**src/rtl/spm_mul_pkg.sv**
```systemverilog
// Shared types and defaults for the SPM shift-add multiplier core.
package spm_mul_pkg;

    localparam int SPM_MUL_WIDTH = 32;

    typedef enum logic [1:0] {
        IDLE = 2'd0,
        BUSY = 2'd1,
        DONE = 2'd2
    } spm_mul_state_t;

endpackage

```
**src/rtl/spm_mul_core.sv**
```systemverilog
// Sequential shift-add unsigned multiplier, one multiplier bit per clock.
// Optional early termination on an exhausted multiplier: SPM_MUL_EARLY_TERM_EN.
//
//   state | meaning
//   IDLE  | no product since reset, waiting for start
//   BUSY  | accumulating partial products
//   DONE  | product valid on p, held until next start
module spm_mul_core
    import spm_mul_pkg::*;
#(
    parameter int WIDTH = SPM_MUL_WIDTH
) (
    input  logic                 clk,
    input  logic                 rst_n,
    input  logic                 start,
    input  logic [WIDTH-1:0]     mc,
    input  logic [WIDTH-1:0]     mp,
    output logic [2*WIDTH-1:0]   p,
    output logic                 done,
    output logic                 busy
);

    localparam int              CW       = $clog2(WIDTH + 1);
    localparam logic [CW-1:0]   LAST_CNT = CW'(WIDTH - 1);

    spm_mul_state_t         r_state;
    spm_mul_state_t         w_next;
    logic [2*WIDTH-1:0]     r_mcand;
    logic [2*WIDTH-1:0]     r_acc;
    logic [WIDTH-1:0]       r_mp_sr;
    logic [CW-1:0]          r_cnt;
    logic [WIDTH-1:0]       w_mp_nxt;
    logic                   w_last;
    logic                   w_accept;

    assign w_mp_nxt = r_mp_sr >> 1;
    assign w_accept = start && (r_state != BUSY);

`ifdef SPM_MUL_EARLY_TERM_EN
    // Nothing left to add once the remaining multiplier bits are all zero.
    assign w_last = (r_cnt == LAST_CNT) || (w_mp_nxt == '0);
`else
    assign w_last = (r_cnt == LAST_CNT);
`endif

    always_ff @(posedge clk or negedge rst_n) begin
        if (!rst_n) begin
            r_state <= IDLE;
        end else begin
            r_state <= w_next;
        end
    end

    always_comb begin
        w_next = r_state;
        unique case (r_state)
            IDLE:    if (start)  w_next = BUSY;
            BUSY:    if (w_last) w_next = DONE;
            DONE:    if (start)  w_next = BUSY;
            default: w_next = IDLE;
        endcase
    end

    always_comb begin
        busy = 1'b0;
        done = 1'b0;
        unique case (r_state)
            BUSY:    busy = 1'b1;
            DONE:    done = 1'b1;
            default: ;
        endcase
    end

    always_ff @(posedge clk or negedge rst_n) begin
        if (!rst_n) begin
            r_mcand <= '0;
            r_acc   <= '0;
            r_mp_sr <= '0;
            r_cnt   <= '0;
        end else if (w_accept) begin
            r_mcand <= {{WIDTH{1'b0}}, mc};
            r_acc   <= '0;
            r_mp_sr <= mp;
            r_cnt   <= '0;
        end else if (r_state == BUSY) begin
            if (r_mp_sr[0]) begin
                r_acc <= r_acc + r_mcand;
            end
            r_mcand <= r_mcand << 1;
            r_mp_sr <= w_mp_nxt;
            r_cnt   <= r_cnt + CW'(1);
        end
    end

    // Product is the accumulator itself, so p has no path from the inputs.
    assign p = r_acc;

endmodule

```
**config.mk**
```make
export PLATFORM = sky130hd
export DESIGN_NAME = spm_mul_core
export DESIGN_NICKNAME = d
export VERILOG_FILES = /design/src/rtl/spm_mul_pkg.sv /design/src/rtl/spm_mul_core.sv
export SDC_FILE = /design/constraint.sdc
export NUM_CORES = 1
export LEC_CHECK = 0
export BUFFER_PORTS_ARGS = -buffer_cell sky130_fd_sc_hd__buf_2
export CAP_MARGIN = 20
export CORE_MARGIN = 8
export CORE_UTILIZATION = 55
export CTS_CLUSTER_DIAMETER = 80
export DETAILED_ROUTE_END_ITERATION = 8
export GPL_TIMING_DRIVEN = 0
export PLACE_DENSITY = 0.76
export SETUP_SLACK_MARGIN = 0.2
export SYNTH_ARGS = -nofsm -noshare
export SYNTH_HDL_FRONTEND = slang
export SYNTH_SLANG_ARGS = --single-unit
```
**constraint.sdc**
```tcl
create_clock -name clk -period 6.1 [get_ports clk]
set_clock_uncertainty 0.1 [all_clocks]
set_input_delay 0.915 -clock clk [delete_from_list [all_inputs] [get_ports clk]]
set_output_delay 0.915 -clock clk [all_outputs]
set_load 0.1 [all_outputs]
```
Word level (Yosys, flattened, before mapping) --
Cells that the tools add are included.
Storage, ports and cells: register bits 168, word-level logic and storage cells 34
Operators by class: $add $sub $neg 2, equal/unequal tests 6, multiplexer cells 14, reduce and logical (&&, ||, !) cells 7
Operators with widths (count):
- $mux W64 | 5
- $add A64 B64 Y64 | 1
- $mux W32 | 2
- $mux W6 | 2
- $add A6 B1 Y6 const B | 1
- $eq A6 B5 Y1 const B | 1
- $mux W2 | 2
- $ne A2 B1 Y1 const B | 2
- $pmux W2 S2 | 1
- $reduce_and A2 Y1 | 2
- $reduce_bool A2 Y1 | 2
- $eq A2 B1 Y1 const B | 1
- $eq A2 B2 Y1 const B | 1
- $logic_not A2 Y1 | 1
- $mux W1 | 2
- $ne A2 B2 Y1 const B | 1
- $reduce_or A2 Y1 | 1
- $logic_and A1 B1 Y1 | 1

Depth between registers and ports, before layout --
depth in word-level cells 4, mapped depth 12

Worst setup path after synthesis --
No wires, ideal clock.
path kind register -> register, start point register r_acc[0] (netlist: p[0]), end point register r_acc[56] (netlist: p[56]), library setup time 0.123 ns, arrival time 3.364 ns, path slack 2.513 ns, cell stages (with the launch flop) 13, path buffers 0, cell sequence dfrtp_1 ha_1 fa_1 a211oi_2 o21bai_2 a211oi_4 a21oi_2 o211ai_2 nand3_2 nand3b_2 a211oi_1 or3_1 a32o_1
Between the ends: cells in the longest elaborated chain, start to end 4
Ends and longest elaborated chain:
- from (decl) | RTL line spm_mul_core.sv:29 | logic [2*WIDTH-1:0] r_acc;
- from (signal assigned) | RTL line spm_mul_core.sv:87 | r_acc <= r_acc + r_mcand;
- $add A64 B64 Y64 | RTL line spm_mul_core.sv:87
- $mux W64 | RTL line spm_mul_core.sv:86 | if (r_mp_sr[0]) begin
- $mux W64 | RTL line spm_mul_core.sv:85 | end else if (r_state == BUSY) begin
- $mux W64 | RTL line spm_mul_core.sv:80 | end else if (w_accept) begin
No other way between the ends. The select of a mux whose other input is x is not followed. A chain may end at the register's enable or synchronous reset.

Final worst setup path --
start point register r_state[1], end point output busy
Between the ends: cells in the longest elaborated chain, start to end 2
Ends and longest elaborated chain:
- from (decl) | RTL line spm_mul_core.sv:26 | spm_mul_state_t r_state;
- from (signal assigned) | RTL line spm_mul_core.sv:50 | r_state <= w_next;
- $eq A2 B1 Y1 | RTL line spm_mul_core.sv:67 | unique case (r_state)
- $mux W1 | RTL line spm_mul_core.sv:67
- to (decl) | RTL line spm_mul_core.sv:20 | output logic busy
No other way between the ends.

==> key figures <==
Critical path
  – Data arrival time at the worst-slack endpoint: approximately 3200 ps
  – Kind of end point of the critical path: output pin
  – Most numerous cell on the critical path: sky130_fd_sc_hd__clkbuf_1
  – Critical R2R Capture: p[56]$_DFFE_PN0P_
  – CP Capture Point: busy
  – Largest stage delay, worst path: 530 ps
  – Critical-path top delay cell: sky130_fd_sc_hd__buf_2
  – Total stage count of the critical path: 6
  – Crit-path max FO: 10
  – R2r worst-path depth: 12
  – Worst setup path startpoint: r_state[1]$_DFFE_PN0P_
  – Required @ worst endpoint: 5080 ps
  – Launching point of the worst reg2reg path: p[0]$_DFFE_PN0P_
  – Worst setup slack for register-to-register paths: 2520 ps
  – Top cell family by delay on the critical path: buffers and inverters
  – Worst path cell trace: nand2b_1, inv_1, clkbuf_1, clkbuf_1, clkbuf_1, buf_2
  – Worst Path Class, Setup: flip-flop to output pin
  – Number of buffers and inverters on the critical path: 5
  – Startpoint kind of the worst setup timing path: flip-flop

Logic synthesis
  – Register bit count reported by yosys: 168
  – Dominant register cell in the synthesized netlist: sky130_fd_sc_hd__dfrtp_1
  – Fraction of the yosys area taken by sequential cells: 0.398
  – Avg Synthesized Cell Area: 8.80 µm²
  – Post-Syn Nets: 1334
  – Yosys warning count: 0
  – Number of cells produced by synthesis: 1202
  – Synthesized area: 0.0106 mm²
  – Synth unique cells: 68
  – Async set-or-reset flop fraction in the synthesized netlist: 1.00
  – Number of synthesized flops with an enable pin: 0

Routing
  – DR vias/cell: 5.86
  – Drt initial violations: 662
  – Remaining routing DRC violations: 0
  – Antenna Nets Post-Route: 0
  – Total routed wirelength: 27.6 mm
  – Number of detailed-route iterations in the first pass: 5
  – WL/cell: between 15 and 20 µm
  – Count of vias placed by the detailed router: 9383

Power and ir drop
  – Net switching component of the power: 4060 µW
  – Pwr per Cell Area: 613 mW/mm²
  – Static power due to leakage: slightly above 0.006 µW
  – Worst ir drop on vdd: 251 µV
  – Logic pwr share: 0.600
  – Int Power: 3370 µW
  – Part of the total power dissipated in sequential elements: 0.259
  – Clk network pwr share: 0.141
  – Total power of the final layout: 7430 µW
  – Fraction of power spent switching nets: 0.546

Placed design
  – Dpl hpwl: 21.0 mm
  – Gp weighted congestion: a little under 1
  – Buffers on Ports: ~130

Clock tree
  – TritonCTS clock tree: yes
  – Num CTS Buffers: 17
  – Clock buffer depth: 2
  – Hold-fix buffers, CTS: 0
  – CTS Root Cell: sky130_fd_sc_hd__clkbuf_16
  – CTS HTree Levels: 4
  – Number of sinks driven by the clock tree: 168
  – Worst-skew pair later-pin latency: 440 ps
  – Clk slew on worst S/H paths: around 70 ps
  – Buffers inserted during post-CTS setup optimization: 0
  – Count of cells resized by post-cts repair: 0

Floorplanning
  – CORE AREA: 0.0188 mm²
  – Ports: 133
  – Die height: 155 µm
  – Die W: 155 µm
  – Initial core utilization: 0.563
  – Number of placement rows: 50
  – Total Die Area: approximately 0.024 mm²

STA
  – Accumulated negative setup slack: 0 ps
  – Max transition margin: 0.448
  – Max-slew violations: 0
  – Final hold violation count: 0
  – Maximum achievable frequency: 239 MHz
  – Setup violators final: 0
  – Final Cycle Share: 0.685
  – Clock period minus worst slack: 4180 ps
  – RSZ-0062 raised after global routing: no
  – Transition time at the pin with the least slew margin: 828 ps

Cells and area
  – Nets: 1487
  – Proportion of layout cells with a drive suffix above 1: 0.146
  – Filler cells: 1550
  – Layout Area Growth over Synthesis: 14.7%
  – Antenna fix cells: 0

Global routing
  – Maximum number of pins on one net before global-route repair: 114
  – All-Layer GR Usage: 0.237
  – First-pass GRT wire length: 46.3 mm
  – Number of global-route vias before repair: roughly 9300
  – Initial antenna violation count: 1
  – Residual overflow from global routing: 0

Run status
  – Status: complete, no violations

Run
  – Total of max-cap violations: 0

Worst hold path
  – Worst min-delay path class: input pin to async pin
## state kept, by name, indices dropped and copies added, names as in the netlist
signal   count
r_mp_sr     32
r_mcand     64
r_state      2
p           64
r_cnt        6
## how the worst min path moves through the flow
stage                                        end  slack, ps                    start
after floorplan           r_mp_sr[0]$_DFFE_PN0P_        350   r_mp_sr[1]$_DFFE_PN0P_
after global placement    r_mp_sr[9]$_DFFE_PN0P_        360  r_mp_sr[10]$_DFFE_PN0P_
after detailed placement  r_mp_sr[6]$_DFFE_PN0P_        360   r_mp_sr[7]$_DFFE_PN0P_
after CTS                 r_mcand[8]$_DFFE_PN0P_        280                    rst_n
after global routing      r_mcand[9]$_DFFE_PN0P_        300                    rst_n
final                     r_mcand[8]$_DFFE_PN0P_        280                    rst_n
## power by group through the flow
stage | Sequential (µW) | Combinational, µW | Clock, µW
finish | 1920 | 4460 | 1050
global route | 1990 | 4860 | 1110
CTS | 1920 | 4450 | 1060
detailed placement | 1940 | 4420 | 0
global placement | 1930 | 4340 | 0
floorplan | 3130 | 2280 | 0
## worst reg2reg max path: stages (launching register included)
cell and delay (ps):
sky130_fd_sc_hd__dfrtp_1 400, sky130_fd_sc_hd__ha_1 230, sky130_fd_sc_hd__fa_1 450, sky130_fd_sc_hd__a211oi_2 290, sky130_fd_sc_hd__o21bai_2 130, sky130_fd_sc_hd__a211oi_4 320
sky130_fd_sc_hd__a21oi_2 130, sky130_fd_sc_hd__o211ai_2 360, sky130_fd_sc_hd__nand3_2 170, sky130_fd_sc_hd__nand3b_2 170, sky130_fd_sc_hd__a211oi_1 110, sky130_fd_sc_hd__or3_1 340
sky130_fd_sc_hd__a32o_1 260
## layer usage
metal | up-vias | global-route usage | wire, µm
li1 | 4570 | - | -
met4 | 2 | 0.0938 | 743
met5 | - | 0 | 13
met1 | 4438 | 0.308 | 12500
met3 | 63 | 0.0602 | 1820
met2 | 310 | 0.374 | 12600
## cells in the final DEF (no fill, tap or decap), types with 6 or more instances in the layout
cell type,synthesis,routed
sky130_fd_sc_hd__a21oi_1,76,76
sky130_fd_sc_hd__a21o_1,34,34
sky130_fd_sc_hd__nor2_1,44,44
sky130_fd_sc_hd__nor3_1,8,8
sky130_fd_sc_hd__and3_1,6,6
sky130_fd_sc_hd__a31oi_1,6,6
sky130_fd_sc_hd__buf_1,6,6
sky130_fd_sc_hd__nand3b_1,34,34
sky130_fd_sc_hd__nand2_1,247,247
sky130_fd_sc_hd__o21bai_1,16,16
sky130_fd_sc_hd__clkbuf_16,0,17
sky130_fd_sc_hd__nand3_1,9,9
sky130_fd_sc_hd__nor2b_1,8,8
sky130_fd_sc_hd__ha_1,64,64
sky130_fd_sc_hd__buf_2,11,142
sky130_fd_sc_hd__and2_1,7,7
sky130_fd_sc_hd__o21ai_1,16,16
sky130_fd_sc_hd__nand4_1,20,20
sky130_fd_sc_hd__dfrtp_1,168,168
sky130_fd_sc_hd__xnor2_1,32,32
sky130_fd_sc_hd__xor2_1,25,25
sky130_fd_sc_hd__inv_1,17,17
sky130_fd_sc_hd__mux2i_1,68,68
sky130_fd_sc_hd__a211oi_1,10,10
sky130_fd_sc_hd__clkbuf_1,50,50
sky130_fd_sc_hd__o21ai_0,147,147
## final cells by class
class	count	area (µm²)	share of cell area
clock buffer	18	439	0.0362
inverter	17	63.8	0.00526
multi-input combinational	947	6020	0.496
timing repair buffer	134	706	0.0582
tap	234	293	0.0241
buffer	70	287	0.0236
sequential	168	4200	0.347
clock inverter	12	118	0.00970
## kinds of logic after synthesis
logic type / after synthesis / share of synthesized area
DFF: 168 / 0.398
buffers and inverters: 87 / 0.0331
AOI/OAI and AO/OA: 355 / 0.205
muxes: 69 / 0.0654
xor gates and xnor gates: 57 / 0.0472
and+or+nand+nor: 401 / 0.174
adders and majority gates: 65 / 0.0776
## Yosys cell counts (6+ instances only)
library cell | number | share of area
sky130_fd_sc_hd__nand3_1 | 9 | 0.0043
sky130_fd_sc_hd__nand3b_1 | 34 | 0.024
sky130_fd_sc_hd__o21bai_1 | 16 | 0.011
sky130_fd_sc_hd__ha_1 | 64 | 0.076
sky130_fd_sc_hd__nor2_1 | 44 | 0.016
sky130_fd_sc_hd__a21oi_1 | 76 | 0.036
sky130_fd_sc_hd__and2_1 | 7 | 0.0041
sky130_fd_sc_hd__buf_1 | 6 | 0.0021
sky130_fd_sc_hd__xor2_1 | 25 | 0.021
sky130_fd_sc_hd__nand2_1 | 247 | 0.088
sky130_fd_sc_hd__nor3_1 | 8 | 0.0038
sky130_fd_sc_hd__nor2b_1 | 8 | 0.0047
sky130_fd_sc_hd__o21ai_0 | 147 | 0.070
sky130_fd_sc_hd__buf_2 | 11 | 0.0052
sky130_fd_sc_hd__a211oi_1 | 10 | 0.0071
sky130_fd_sc_hd__inv_1 | 17 | 0.0060
sky130_fd_sc_hd__mux2i_1 | 68 | 0.064
sky130_fd_sc_hd__a31oi_1 | 6 | 0.0036
sky130_fd_sc_hd__clkbuf_1 | 50 | 0.018
sky130_fd_sc_hd__a21o_1 | 34 | 0.024
sky130_fd_sc_hd__and3_1 | 6 | 0.0036
sky130_fd_sc_hd__xnor2_1 | 32 | 0.027
sky130_fd_sc_hd__o21ai_1 | 16 | 0.0076
sky130_fd_sc_hd__dfrtp_1 | 168 | 0.40
sky130_fd_sc_hd__nand4_1 | 20 | 0.012
## metrics by stage
step | instances | hold slack [ps] | setup WS (ps) | utilization | instance area [µm²]
6_report | 1600 | 276 | 1920 | 0.646 | 12100
5_1_grt | 1600 | 300 | 1700 | 0.646 | 12100
2_1_floorplan | 1202 | 349 | 2510 | - | 10600
4_1_cts | 1599 | 283 | 1870 | 0.646 | 12100
3_5_place_dp | 1569 | 363 | 2360 | 0.616 | 11600
3_3_place_gp | 1568 | 361 | 1350 | 0.614 | 11500
No activity file was read; power rests on OpenSTA's default activity.
